--- config.mk ---
export PLATFORM = sky130hd
export DESIGN_NAME = nrzi_rx_decoder
export DESIGN_NICKNAME = d
export VERILOG_FILES = /design/src/rtl/nrzi_pkg.sv /design/src/rtl/usb_line_sync.sv /design/src/rtl/nrzi_rx_decoder.sv
export SDC_FILE = /design/constraint.sdc
export NUM_CORES = 1
export LEC_CHECK = 0
export CORE_UTILIZATION = 35
export CTS_BUF_LIST = sky130_fd_sc_hd__clkbuf_8 sky130_fd_sc_hd__clkbuf_16
export CTS_CLUSTER_SIZE = 14
export DETAILED_ROUTE_END_ITERATION = 8
export PLACE_DENSITY_LB_ADDON = 0.25
export SYNTH_ARGS = -nofsm -noshare
export SYNTH_HDL_FRONTEND = slang
export SYNTH_HIERARCHICAL = 1
export SYNTH_SLANG_ARGS = --single-unit
export TNS_END_PERCENT = 20
--- constraint.sdc ---
create_clock -name useClk -period 5.14 [get_ports useClk]
set_input_delay 1.028 -clock useClk [delete_from_list [all_inputs] [get_ports useClk]]
set_output_delay 1.028 -clock useClk [all_outputs]
set_load 0.05 [all_outputs]
--- src/rtl/nrzi_pkg.sv ---
// Shared types and limits for the USB NRZI receive path.
package nrzi_pkg;

  typedef enum logic [1:0] {
    LS_J,
    LS_K,
    LS_SE0,
    LS_SE1
  } lineState_t;

  typedef enum logic [2:0] {
    ST_IDLE,
    ST_SYNC,
    ST_DATA,
    ST_EOP,
    ST_ERR
  } rxState_t;

  localparam logic [2:0] STUFF_LIMIT    = 3'd6;
  localparam logic [2:0] SYNC_MIN_ZEROS = 3'd5;
  localparam logic [2:0] EOP_MAX_SE0    = 3'd3;

endpackage

--- src/rtl/usb_line_sync.sv ---
// Two-flop synchronizer for the raw bus pair followed by J/K/SE0/SE1 decode.
module usb_line_sync
  import nrzi_pkg::*;
#(
  parameter bit LOW_SPEED = 1'b1
) (
  input  logic       useClk,
  input  logic       reset,
  input  logic       dPlus,
  input  logic       dMinus,
  output lineState_t lineState
);

  // {dPlus, dMinus} pattern that means J for the selected bus speed
  localparam logic [1:0] J_LINES = LOW_SPEED ? 2'b01 : 2'b10;

  logic [1:0] syncQ1;
  logic [1:0] syncQ2;

  always_ff @(posedge useClk or posedge reset) begin
    if (reset) begin
      syncQ1 <= J_LINES;
      syncQ2 <= J_LINES;
    end else begin
      syncQ1 <= {dPlus, dMinus};
      syncQ2 <= syncQ1;
    end
  end

  always_comb begin
    if (syncQ2 == 2'b00)         lineState = LS_SE0;
    else if (syncQ2 == 2'b11)    lineState = LS_SE1;
    else if (syncQ2 == J_LINES)  lineState = LS_J;
    else                         lineState = LS_K;
  end

endmodule

--- src/rtl/nrzi_rx_decoder.sv ---
// USB receive decoder: SYNC detection, NRZI decode, bit-stuff removal,
// LSB-first byte assembly and EOP/error reporting, advanced by checkData.
module nrzi_rx_decoder
  import nrzi_pkg::*;
#(
  parameter bit LOW_SPEED = 1'b1
) (
  input  logic       useClk,
  input  logic       reset,
  input  logic       checkData,
  input  logic       dPlus,
  input  logic       dMinus,
  output logic [7:0] rxByte,
  output logic       rxByteValid,
  output logic       rxActive,
  output logic       rxEop,
  output logic       rxError,
  output rxState_t   dbgState
);

  lineState_t lineState;
  rxState_t   state, stateNext;
  lineState_t prevState, prevNext;
  logic [2:0] zeroCount, zeroNext;
  logic [2:0] bitCount, bitNext;
  logic [2:0] onesCount, onesNext;
  logic [2:0] se0Count, se0Next;
  logic [7:0] shiftReg, shiftNext;
  logic [7:0] byteNext;
  logic       validNext, activeNext, eopNext, errorNext;
  logic       isJk, rxBit;

  usb_line_sync #(.LOW_SPEED(LOW_SPEED)) uLineSync (
    .useClk   (useClk),
    .reset    (reset),
    .dPlus    (dPlus),
    .dMinus   (dMinus),
    .lineState(lineState)
  );

  assign dbgState = state;

  always_ff @(posedge useClk or posedge reset) begin
    if (reset) begin
      state       <= ST_IDLE;
      prevState   <= LS_J;
      zeroCount   <= '0;
      bitCount    <= '0;
      onesCount   <= '0;
      se0Count    <= '0;
      shiftReg    <= '0;
      rxByte      <= '0;
      rxByteValid <= 1'b0;
      rxActive    <= 1'b0;
      rxEop       <= 1'b0;
      rxError     <= 1'b0;
    end else if (checkData) begin
      state       <= stateNext;
      prevState   <= prevNext;
      zeroCount   <= zeroNext;
      bitCount    <= bitNext;
      onesCount   <= onesNext;
      se0Count    <= se0Next;
      shiftReg    <= shiftNext;
      rxByte      <= byteNext;
      rxByteValid <= validNext;
      rxActive    <= activeNext;
      rxEop       <= eopNext;
      rxError     <= errorNext;
    end else begin
      rxByteValid <= 1'b0;
      rxEop       <= 1'b0;
      rxError     <= 1'b0;
    end
  end

  always_comb begin
    stateNext  = state;
    prevNext   = prevState;
    zeroNext   = zeroCount;
    bitNext    = bitCount;
    onesNext   = onesCount;
    se0Next    = se0Count;
    shiftNext  = shiftReg;
    byteNext   = rxByte;
    validNext  = 1'b0;
    activeNext = rxActive;
    eopNext    = 1'b0;
    errorNext  = 1'b0;

    isJk  = (lineState == LS_J) || (lineState == LS_K);
    // NRZI: no transition between consecutive J/K samples is a 1
    rxBit = (lineState == prevState);
    if (isJk) prevNext = lineState;

    case (state)
      ST_IDLE: begin
        if (lineState == LS_K) begin
          stateNext = ST_SYNC;
          zeroNext  = '0;
        end
      end
      ST_SYNC: begin
        if (!isJk) begin
          stateNext = ST_IDLE;
        end else if (!rxBit) begin
          if (zeroCount != 3'd7) zeroNext = zeroCount + 3'd1;
        end else if (zeroCount >= SYNC_MIN_ZEROS) begin
          stateNext  = ST_DATA;
          activeNext = 1'b1;
          bitNext    = '0;
          onesNext   = '0;
        end else begin
          stateNext = ST_IDLE;
        end
      end
      ST_DATA: begin
        case (lineState)
          LS_SE0: begin
            stateNext = ST_EOP;
            se0Next   = 3'd1;
          end
          LS_SE1: begin
            stateNext  = ST_ERR;
            errorNext  = 1'b1;
            activeNext = 1'b0;
          end
          default: begin
            // After six 1s the next bit is a stuffed 0; a 1 there is a violation
            if (onesCount == STUFF_LIMIT) begin
              if (rxBit) begin
                stateNext  = ST_ERR;
                errorNext  = 1'b1;
                activeNext = 1'b0;
              end else begin
                onesNext = '0;
              end
            end else begin
              shiftNext = {rxBit, shiftReg[7:1]};
              bitNext   = bitCount + 3'd1;
              onesNext  = rxBit ? onesCount + 3'd1 : 3'd0;
              if (bitCount == 3'd7) begin
                byteNext  = {rxBit, shiftReg[7:1]};
                validNext = 1'b1;
              end
            end
          end
        endcase
      end
      ST_EOP: begin
        case (lineState)
          LS_SE0: begin
            se0Next = se0Count + 3'd1;
            if (se0Count == EOP_MAX_SE0) begin
              stateNext  = ST_ERR;
              errorNext  = 1'b1;
              activeNext = 1'b0;
            end
          end
          LS_J: begin
            stateNext  = ST_IDLE;
            eopNext    = 1'b1;
            activeNext = 1'b0;
            errorNext  = (bitCount != 3'd0);
          end
          default: begin
            stateNext  = ST_ERR;
            errorNext  = 1'b1;
            activeNext = 1'b0;
          end
        endcase
      end
      ST_ERR: begin
        if (lineState == LS_J) stateNext = ST_IDLE;
      end
      default: stateNext = ST_IDLE;
    endcase
  end

endmodule

==> results_dict.tcl <==
set metrics [dict create \
    final_cell_mix "dfrtp_1 (38), nand2_1 (31), inv_1 (19), clkdlybuf4s50_1 (19), mux2_2 (15)" \
    hold_viol 0 \
    gp_congestion 0.8392 \
    dr.first_iter.drc_count 80 \
    pin_count 20 \
    wl_um 3882 \
    endpoint "dbgState[0]" \
    grt_first_pass_wirelength_um 6789 \
    dieHeight_um 79.18 \
    fin_crit_ns 2.937 \
    avgRoutedWirePerCell_um 13.20 \
    crit_start "dbgState[0]" \
    postCtsSetupRepairBufs 0 \
    clk_pin_slew_ns 0.08 \
    syn_inst 200 \
    overflow 0 \
    die_w_um 79.18 \
    cts.hold.buffers_added 0 \
    cts_buffer_depth 2 \
    r2r_setup_slack_ns 2.44 \
    root_buffer "clkbuf_8" \
    cp_num_buf_inv 1 \
    first_global_vias 1414 \
    htreeDepth 2 \
    clock.fmax_ghz 0.3405 \
    initial_core_util_pct 37.17 \
    yosysWarnings 6 \
    vias_per_cell 4.867 \
    cts_tree "built" \
    std_cell_rows 27 \
    finalSetupViolCount 0 \
    vdd_drop_max_mv 0.1251 \
    power_density_nw_per_um2 393.0 \
    drive_above_1_share_pct 13.51 \
    synthFlopType "dfrtp_1" \
    wl_met3_um 139 \
    drv_slew 0 \
    tns_ns 0 \
    crit_slowest_cell "clkdlybuf4s50_1" \
    critPathMaxFanout 17 \
    ys_seq_elements 40 \
    syn_area_sq_um 2084 \
    placed_cells 286 \
    layoutNonFillerInstCount 294 \
    fin_crit_sh_pct 57.14 \
    diodes 0 \
    io_buffers 19 \
    hold_class "register to register" \
    endpoint_kind "output pin" \
    rsz0062_at_grt "no" \
    wl_met1_um 1922 \
    dieArea_sq_um 6269 \
    synth_edf_count 0 \
    path_cells "clkdlybuf4s50_1" \
    yosysUniqueCellTypes 40 \
    final_nets 238 \
    crit_arrival_ns 1.91 \
    clock_skew_ns 0.009072 \
    syn_nets 217 \
    grt_max_degree 37 \
    ff2ff_path_depth 7 \
    ys_seq_area_share_pct 48.14 \
    dr.max_layer_used "met4" \
    cp.required_ns 4.11 \
    reg2reg_to "dbgState[1]" \
    cap_violations 0 \
    leakagePower_nw 1.199 \
    antenna_left 0 \
    drtPass1Iterations 4 \
    clock_sinks 40 \
    core_area_sq_um 5608 \
    timing.hold.ws_ns 0.3584 \
    antenna_found_initial 0 \
    synthArstFlopShare_pct 100.0 \
    cp_num_cells 1 \
    wl_met2_um 1748 \
    r2r-start "uLineSync/syncQ2[0]" \
    status "finished clean" \
    grt_usage_pct 14.33 \
    cts-buffers-inserted 5 \
    critPathTopFamily "buffers and inverters" \
    via_count 1431 \
    min_from "uLineSync/syncQ1[1]" \
    cts_resized 0 \
    crit_type "register to output pin" \
    clk_latency_ns 0.30 \
    synth.avg_cell_area_sq_um 10.42 \
    slowest_delay_ns 0.91 \
    drcViolationCount 0 \
    area_delta_synth_final_pct 18.37 \
    tightest_slew_ns 0.7261 \
    detailed_place_hpwl_um 2751 \
    relSlewSlack_pct 51.41 \
    startpoint_type "register" \
    layout_commonest_cell "dfrtp_1" \
]
## report_power, final
group          internal, mW  switching (mW)  leakage, nW
registers             0.356          0.0538        0.528
logic                 0.124           0.163        0.609
clock network         0.159           0.114       0.0614
total                 0.639           0.331         1.20
## cell families (layout without fill, tap and decap cells)
logic type	count (synthesis)	count (layout)	synth area share, %
and+or+nand+nor	71	71	17.95
muxes	22	22	11.46
buffers and inverters	25	47	4.682
DFF	40	40	48.14
AOI/OAI and AO/OA	23	23	7.623
xor gates and xnor gates	7	7	2.941
adders and majority gates	12	12	7.203
## flip-flops by register name, indices dropped and copies added, names as in the netlist
| register | count |
|---|---|
| rxByteValid | 1 |
| rxEop | 1 |
| bitCount | 3 |
| zeroCount | 3 |
| rxByte | 8 |
| se0Count | 3 |
| prevState | 2 |
| onesCount | 3 |
| dbgState | 3 |
| uLineSync/syncQ2 | 2 |
| uLineSync/syncQ1 | 2 |
| rxError | 1 |
| rxActive | 1 |
| shiftReg | 7 |
## cell type report
| class | instances | area (sq um) |
|---|---|---|
| inverters | 19 | 71.32 |
| multi-input cells | 135 | 983.4 |
| flip-flops and latches | 40 | 1003 |
| fillers | 552 | 3141 |
| well taps | 72 | 90.09 |
| clock inverters | 2 | 38.79 |
| repair buffers | 20 | 197.7 |
| clock buffers | 6 | 82.58 |
## through the flow
stage	setup WS, ns	power [mW]	util (%)	instance area, sq um
4_1_cts	2.195	0.9818	44.00	2467
2_1_floorplan	2.879	0.6300	-	2085
5_1_grt	2.089	1.037	44.00	2467
3_5_place_dp	2.235	0.7039	41.83	2346
3_3_place_gp	2.313	0.6992	41.83	2346
6_report	2.203	0.9698	44.00	2467
## cell usage after synthesis, drive strengths merged, types with 3 or more instances
| library cell | n | area share (%) |
|---|---|---|
| nand2 | 32 | 6.1 |
| ha | 12 | 7.2 |
| nor3 | 4 | 1.5 |
| nor2b | 4 | 1.2 |
| nand2b | 4 | 1.2 |
| mux2i | 7 | 3.4 |
| mux2 | 15 | 8.1 |
| o21ai | 8 | 1.9 |
| clkbuf | 3 | 0.54 |
| or3 | 4 | 1.2 |
| dfrtp | 38 | 46 |
| nor2 | 9 | 1.6 |
| a211oi | 3 | 1.1 |
| inv | 19 | 3.4 |
| xnor2 | 5 | 2.1 |
| buf | 3 | 0.72 |
## per-layer routing
metal | global-route usage (%) | vias up
met4 | 5.455 | 0
met3 | 4.138 | 8
met5 | 0 | -
met1 | 19.96 | 669
li1 | - | 728
met2 | 20.86 | 26
## worst min-delay path by stage
stage	endpoint	slack (ns)	depth (start not counted)
global placement	uLineSync/syncQ2[1]	0.33	0
global route	uLineSync/syncQ2[0]	0.37	0
detailed placement	uLineSync/syncQ2[1]	0.35	0
floorplan	uLineSync/syncQ2[1]	0.33	0
CTS	uLineSync/syncQ2[1]	0.36	0
finish	uLineSync/syncQ2[1]	0.36	0
No activity file was read; power rests on OpenSTA's default activity.
